## src/rtl/ctrl_ramdrv_header_mc.sv

```systemverilog
// Multi-channel ring-buffer head-pointer controller for the sample-RAM driver.
// Each channel keeps a buffer length and a head. Heads advance by a variable step
// and wrap modulo (length+1). Registered tap-address lookups return
// (head + tap) mod (length+1).
module ctrl_ramdrv_header_mc #(
    parameter int unsigned DATA_OFFSET_WIDTH  = 10,
    parameter int unsigned VECTOR_INDEX_WIDTH = 4,
    parameter int unsigned STEP_WIDTH         = 4
) (
    input  logic                          clk,
    input  logic                          rst,
    input  logic                          cfg_we,
    input  logic [VECTOR_INDEX_WIDTH-1:0] cfg_index,
    input  logic [DATA_OFFSET_WIDTH-1:0]  cfg_length,
    input  logic                          inc_en,
    input  logic [VECTOR_INDEX_WIDTH-1:0] inc_index,
    input  logic [STEP_WIDTH-1:0]         inc_step,
    input  logic                          rd_req,
    input  logic [VECTOR_INDEX_WIDTH-1:0] rd_index,
    input  logic [DATA_OFFSET_WIDTH-1:0]  rd_tap,
    output logic                          rd_valid,
    output logic [DATA_OFFSET_WIDTH-1:0]  rd_offset,
    output logic                          wrap,
    output logic                          err
);

    localparam int unsigned DW  = DATA_OFFSET_WIDTH;
    localparam int unsigned SW  = DATA_OFFSET_WIDTH + 1;
    localparam int unsigned IW  = VECTOR_INDEX_WIDTH;
    localparam int unsigned NCH = 1 << VECTOR_INDEX_WIDTH;

    logic [DW-1:0] length_q [NCH];
    logic [DW-1:0] head_q   [NCH];

    // Advance path: one extra bit keeps the sum and buffer size exact
    logic [DW-1:0] inc_len;
    logic [DW-1:0] inc_head;
    logic [SW-1:0] inc_size;
    logic [SW-1:0] inc_step_x;
    logic [SW-1:0] inc_sum;
    logic          inc_illegal;
    logic          inc_wrap;
    logic          inc_blocked;
    logic [DW-1:0] inc_next;

    // Read path: same single-subtract modulo on the pre-update state
    logic [DW-1:0] rd_len;
    logic [DW-1:0] rd_head;
    logic [SW-1:0] rd_size;
    logic [SW-1:0] rd_sum;
    logic          rd_illegal;
    logic [DW-1:0] rd_next;

    // Compute next head for the advancing channel
    always_comb begin
        inc_len     = length_q[inc_index];
        inc_head    = head_q[inc_index];
        inc_size    = SW'(inc_len) + SW'(1);
        inc_step_x  = SW'(inc_step);
        inc_sum     = SW'(inc_head) + inc_step_x;
        inc_illegal = inc_step_x > inc_size;
        inc_wrap    = inc_sum > SW'(inc_len);
        inc_blocked = cfg_we && (cfg_index == inc_index);
        inc_next    = inc_wrap ? DW'(inc_sum - inc_size) : DW'(inc_sum);
    end

    // Compute tap address for the read channel
    always_comb begin
        rd_len     = length_q[rd_index];
        rd_head    = head_q[rd_index];
        rd_size    = SW'(rd_len) + SW'(1);
        rd_sum     = SW'(rd_head) + SW'(rd_tap);
        rd_illegal = rd_tap > rd_len;
        if (rd_illegal) begin
            rd_next = rd_head;
        end else if (rd_sum > SW'(rd_len)) begin
            rd_next = DW'(rd_sum - rd_size);
        end else begin
            rd_next = DW'(rd_sum);
        end
    end

    // Per-channel length/head storage; configuration overrides an advance on the same channel
    always_ff @(posedge clk) begin
        if (rst) begin
            for (int c = 0; c < NCH; c++) begin
                length_q[IW'(c)] <= '0;
                head_q[IW'(c)]   <= '0;
            end
        end else begin
            if (inc_en && !inc_blocked && !inc_illegal) begin
                head_q[inc_index] <= inc_next;
            end
            if (cfg_we) begin
                length_q[cfg_index] <= cfg_length;
                head_q[cfg_index]   <= '0;
            end
        end
    end

    // Registered read result, wrap pulse and sticky error flag
    always_ff @(posedge clk) begin
        if (rst) begin
            rd_valid  <= 1'b0;
            rd_offset <= '0;
            wrap      <= 1'b0;
            err       <= 1'b0;
        end else begin
            rd_valid <= rd_req;
            wrap     <= 1'b0;
            if (rd_req) begin
                rd_offset <= rd_next;
                if (rd_illegal) begin
                    err <= 1'b1;
                end
            end
            if (inc_en && !inc_blocked) begin
                if (inc_illegal) begin
                    err <= 1'b1;
                end else begin
                    wrap <= inc_wrap;
                end
            end
        end
    end

endmodule

```

## config.mk

```make
export PLATFORM = sky130hd
export DESIGN_NAME = ctrl_ramdrv_header_mc
export DESIGN_NICKNAME = d
export VERILOG_FILES = /design/src/rtl/ctrl_ramdrv_header_mc.sv
export SDC_FILE = /design/constraint.sdc
export NUM_CORES = 1
export LEC_CHECK = 0
export ABC_AREA = 1
export CORE_MARGIN = 3
export CORE_UTILIZATION = 60
export CTS_CLUSTER_DIAMETER = 30
export DETAILED_ROUTE_END_ITERATION = 8
export HOLD_SLACK_MARGIN = 0.02
export PLACE_DENSITY_LB_ADDON = 0.2
export SKIP_LAST_GASP = 1
export SYNTH_ARGS = -nofsm -noshare
export SYNTH_HDL_FRONTEND = slang
export SYNTH_SLANG_ARGS = --single-unit
```

## constraint.sdc

```tcl
create_clock -name clk -period 13.5 [get_ports clk]
set_input_delay 2.7 -clock clk [delete_from_list [all_inputs] [get_ports clk]]
set_output_delay 2.7 -clock clk [all_outputs]
set_load 0.02 [all_outputs]
```

==> results_dict.tcl <==
set metrics [dict create \
    via_per_inst 6.37 \
    ff_latch_area_sq_um 8270 \
    r2r_slack_ns 8.40 \
    cts_sinks 333 \
    synth-compound-area-share_pct 18.0 \
    path_clk_slew_ns 0.05 \
    post_cts_resized 0 \
    ant_nets 0 \
    yosys_register_bits 333 \
    gr-total-overflow 0 \
    cp_common_cell "nand2_1" \
    wl_met2_mm 31.9 \
    dr.pass1.iters 7 \
    slew_headroom_pct 19.4 \
    wl_per_cell_microns 22.1 \
    hold_path_class "reg2reg" \
    synthArstFlopShare_pct 0 \
    ys_warn_count 0 \
    crit_required_ns 14.02 \
    swShare_pct 27.8 \
    hold_path_depth 2 \
    timing.final.crit_share_pct 65.5 \
    powerDensity_nw_per_um2 154 \
    fin_setup_tns_ns 0 \
    vias 21600 \
    final-hold-violation-count 0 \
    dieArea_sq_um 37200 \
    wl_met3_mm 11.3 \
    postCtsHoldBufs 0 \
    netlist_instances 2898 \
    worstReg2RegStart "head_q[7][2]" \
    rows 67 \
    core_area_sq_um 34000 \
    cts_setup_buffers 0 \
    drc 0 \
    synthFlopType "dfxtp_1" \
    status "complete, no violations" \
    seqPwrFrac_pct 29.8 \
    area_delta_synth_final_pct 16.6 \
    hpwl_mm 48.7 \
    synth.distinct_cells 51 \
    synth-edff-count 160 \
    syn-num-nets 3002 \
    drive_above_1_share_pct 7.63 \
    multiInputGateArea_sq_um 10800 \
    htreeDepth 3 \
    hold-path-endpoint "rd_offset[1]" \
    numPortBuffers 53 \
    cts-root-buf "clkbuf_16" \
    n_fill_cell 2675 \
    hp-start "rd_offset[1]" \
    worst-path-max-fanout 36 \
    synth_xor_xnor_area_share_pct 1.21 \
    reg2regPathDepth 25 \
    crit_arrival_ns 9.37 \
    track_usage_pct 40.4 \
    post-place-cells 3250 \
    synth_top_family_by_area "simple AND/OR/NAND/NOR gates" \
    finalWirelength_mm 75.1 \
    crit_path_end_kind "flip-flop" \
    finalWorstSetupSlack_ns 4.65 \
    final_cells 3395 \
    antennaDiodeCount 0 \
    drv_cap 0 \
    synthMuxAreaShare_pct 2.34 \
    ys_seq_area_share_pct 39.5 \
    cts_made_buffers 79 \
    die_w_microns 193 \
    rsz0062_at_grt "no" \
    worstReg2RegEnd "head_q[0][6]" \
    path_class "in2reg" \
    setup_viol 0 \
    peakVddDrop_mv 0.118 \
    start_util_pct 61.6 \
    combPwrFrac_pct 14.4 \
    gp_congestion 0.993 \
    netSwitchingPower_mw 1.05 \
    post-route-min-period_ns 8.85 \
    startpoint_type "input port" \
    worst_path_max_delay_cell "o21ai_2" \
    max_freq_mhz 113 \
    antenna_found_initial 1 \
    nNetsFinal 2987 \
    worst_pin_slew_ns 1.20 \
    slew_viol_final 0 \
    top_layer "met5" \
    wl_met1_mm 26.6 \
    die_h_microns 193 \
    synthSimpleGateAreaFrac_pct 26.2 \
    grt_pass1_wl_mm 115 \
    grt_max_degree 140 \
    netlist_area_sq_um 20900 \
    drtIter0Drc 3632 \
    syn_area_per_cell_sq_um 7.22 \
    pin_count 54 \
    skew_ns 0.0301 \
    clkLatencyLatePin_ns 0.61 \
    synth_fa_ha_area_share_pct 3.91 \
    max_stage_delay_ns 0.86 \
    tritoncts "done" \
    power.internal_mw 2.72 \
    dp_worst_setup_slack_ns 4.34 \
    power_leakage_nw 10.1 \
    power_frac_clock_pct 55.8 \
    grt_pass1_vias 20400 \
    clockBufferDepth 3 \
]
-- cells in the mapped netlist (2+ instances only) --
cell	count	area share, %
or2_2	2	0.060
mux2i_1	49	2.3
nand3_1	229	5.5
o21ai_2	6	0.25
a21o_1	4	0.14
nand2_2	2	0.060
o221ai_1	7	0.29
ha_1	59	3.5
nor2_8	9	0.86
buf_4	12	0.43
nand3_2	10	0.48
nor2_4	2	0.11
xor2_1	21	0.88
o21bai_1	4	0.14
clkbuf_2	4	0.096
nor2_2	10	0.30
buf_1	18	0.32
xnor2_1	8	0.33
fa_1	4	0.38
nand4_1	9	0.27
or4_1	5	0.18
nor3_1	10	0.24
dfxtp_1	173	17
and2_1	2	0.060
clkbuf_1	107	1.9
o21ai_0	233	5.6
edfxtp_1	160	23
inv_2	4	0.072
o211ai_1	76	2.7
nand2_1	763	14
o21a_1	2	0.072
a21oi_1	303	7.2
a31oi_1	2	0.060
a22oi_1	32	1.1
inv_1	261	4.7
clkinv_1	2	0.036
nor2_1	235	4.2
dlygate4sd1_1	10	0.42
o21ai_1	8	0.19
buf_2	30	0.72
-- flip-flops by register name, summed over array words and instances (netlist names) --
register and cells:
rd_offset 10, err 1, length_q 160, rd_valid 1, head_q 160, wrap 1
-- power groups by stage --
stage	combinational, mW	sequential, mW	clock (mW)
6_report	0.544	1.12	2.10
5_1_grt	0.596	1.13	2.15
4_1_cts	0.529	1.12	2.09
3_5_place_dp	0.524	1.14	0
3_3_place_gp	0.514	1.14	0
2_1_floorplan	0.363	1.14	0
-- worst max-delay path, delay by kind of cell --
kind                       cells  cell delay (ns)
and+or+nand+nor               14             2.45
AOI/OAI and AO/OA              6             1.63
adders and majority gates      2             0.66
xor gates and xnor gates       1             0.22
buffers and inverters          7             1.65
-- through the flow --
stage               total power, mW  util, %  instance area, sq um  hold slack (ns)
global placement               1.65     63.2                 21400            0.455
CTS                            3.74     71.9                 24400            0.467
finish                         3.77     71.9                 24400            0.462
floorplan                      1.51        -                 20900            0.460
detailed placement             1.66     63.2                 21400            0.460
global route                   3.87     71.9                 24400            0.488
-- routing by layer --
metal,GRT usage [%],vias to the layer above
li1,-,9705
met3,11.7,388
met1,51.5,9783
met5,0,-
met2,60.3,1751
met4,25.5,2
-- cell usage in the layout (no fill, tap or decap), types with 7 or more instances in the layout --
master           synthesis  routed
nand2_1                763     763
nand4_1                  9       9
clkbuf_16                0      82
clkdlybuf4s50_1          0      49
o211ai_1                76      76
o21ai_1                  8       8
nand3_1                229     229
ha_1                    59      59
clkinv_2                 0       9
mux2i_1                 49      49
edfxtp_1               160     160
bufinv_16                0      15
nor2_2                  10      11
o221ai_1                 7       7
nor2_8                   9       9
nor2_1                 235     234
clkbuf_8                 0       9
buf_4                   12      35
o21ai_0                233     233
a21oi_1                303     303
clkbuf_1               107      10
xor2_1                  21      21
dfxtp_1                173     173
a22oi_1                 32      32
xnor2_1                  8       8
nand3_2                 10      10
inv_1                  261     261
-- layout make-up --
type	instances	share of cell area, %
Inverter	267	4.12
Tap cell	448	2.30
Timing Repair Buffer	87	3.18
Clock buffer	100	9.02
Multi-Input combinational cell	2115	44.4
Clock inverter	45	3.10
Sequential cell	333	33.9
-- kinds of logic after synthesis --
family                     count (synthesis)
buffers and inverters                    450
AOI/OAI and AO/OA                        681
DFF                                      333
adders and majority gates                 63
xor gates and xnor gates                  29
muxes                                     49
and+or+nand+nor                         1293
-- how the worst max path moves through the flow --
stage / from / end / depth (start not counted) / slack [ns]
5_1_grt: inc_index[1] / head_q[2][4] / 30 / 4.19
2_1_floorplan: inc_index[1] / head_q[9][6] / 32 / 6.19
3_5_place_dp: inc_index[1] / head_q[1][6] / 30 / 4.34
3_3_place_gp: inc_index[1] / head_q[0][6] / 30 / 4.42
4_1_cts: inc_index[1] / head_q[1][4] / 30 / 4.89
6_report: inc_index[1] / head_q[0][6] / 30 / 4.65
Power figures use the tool's default switching activity.
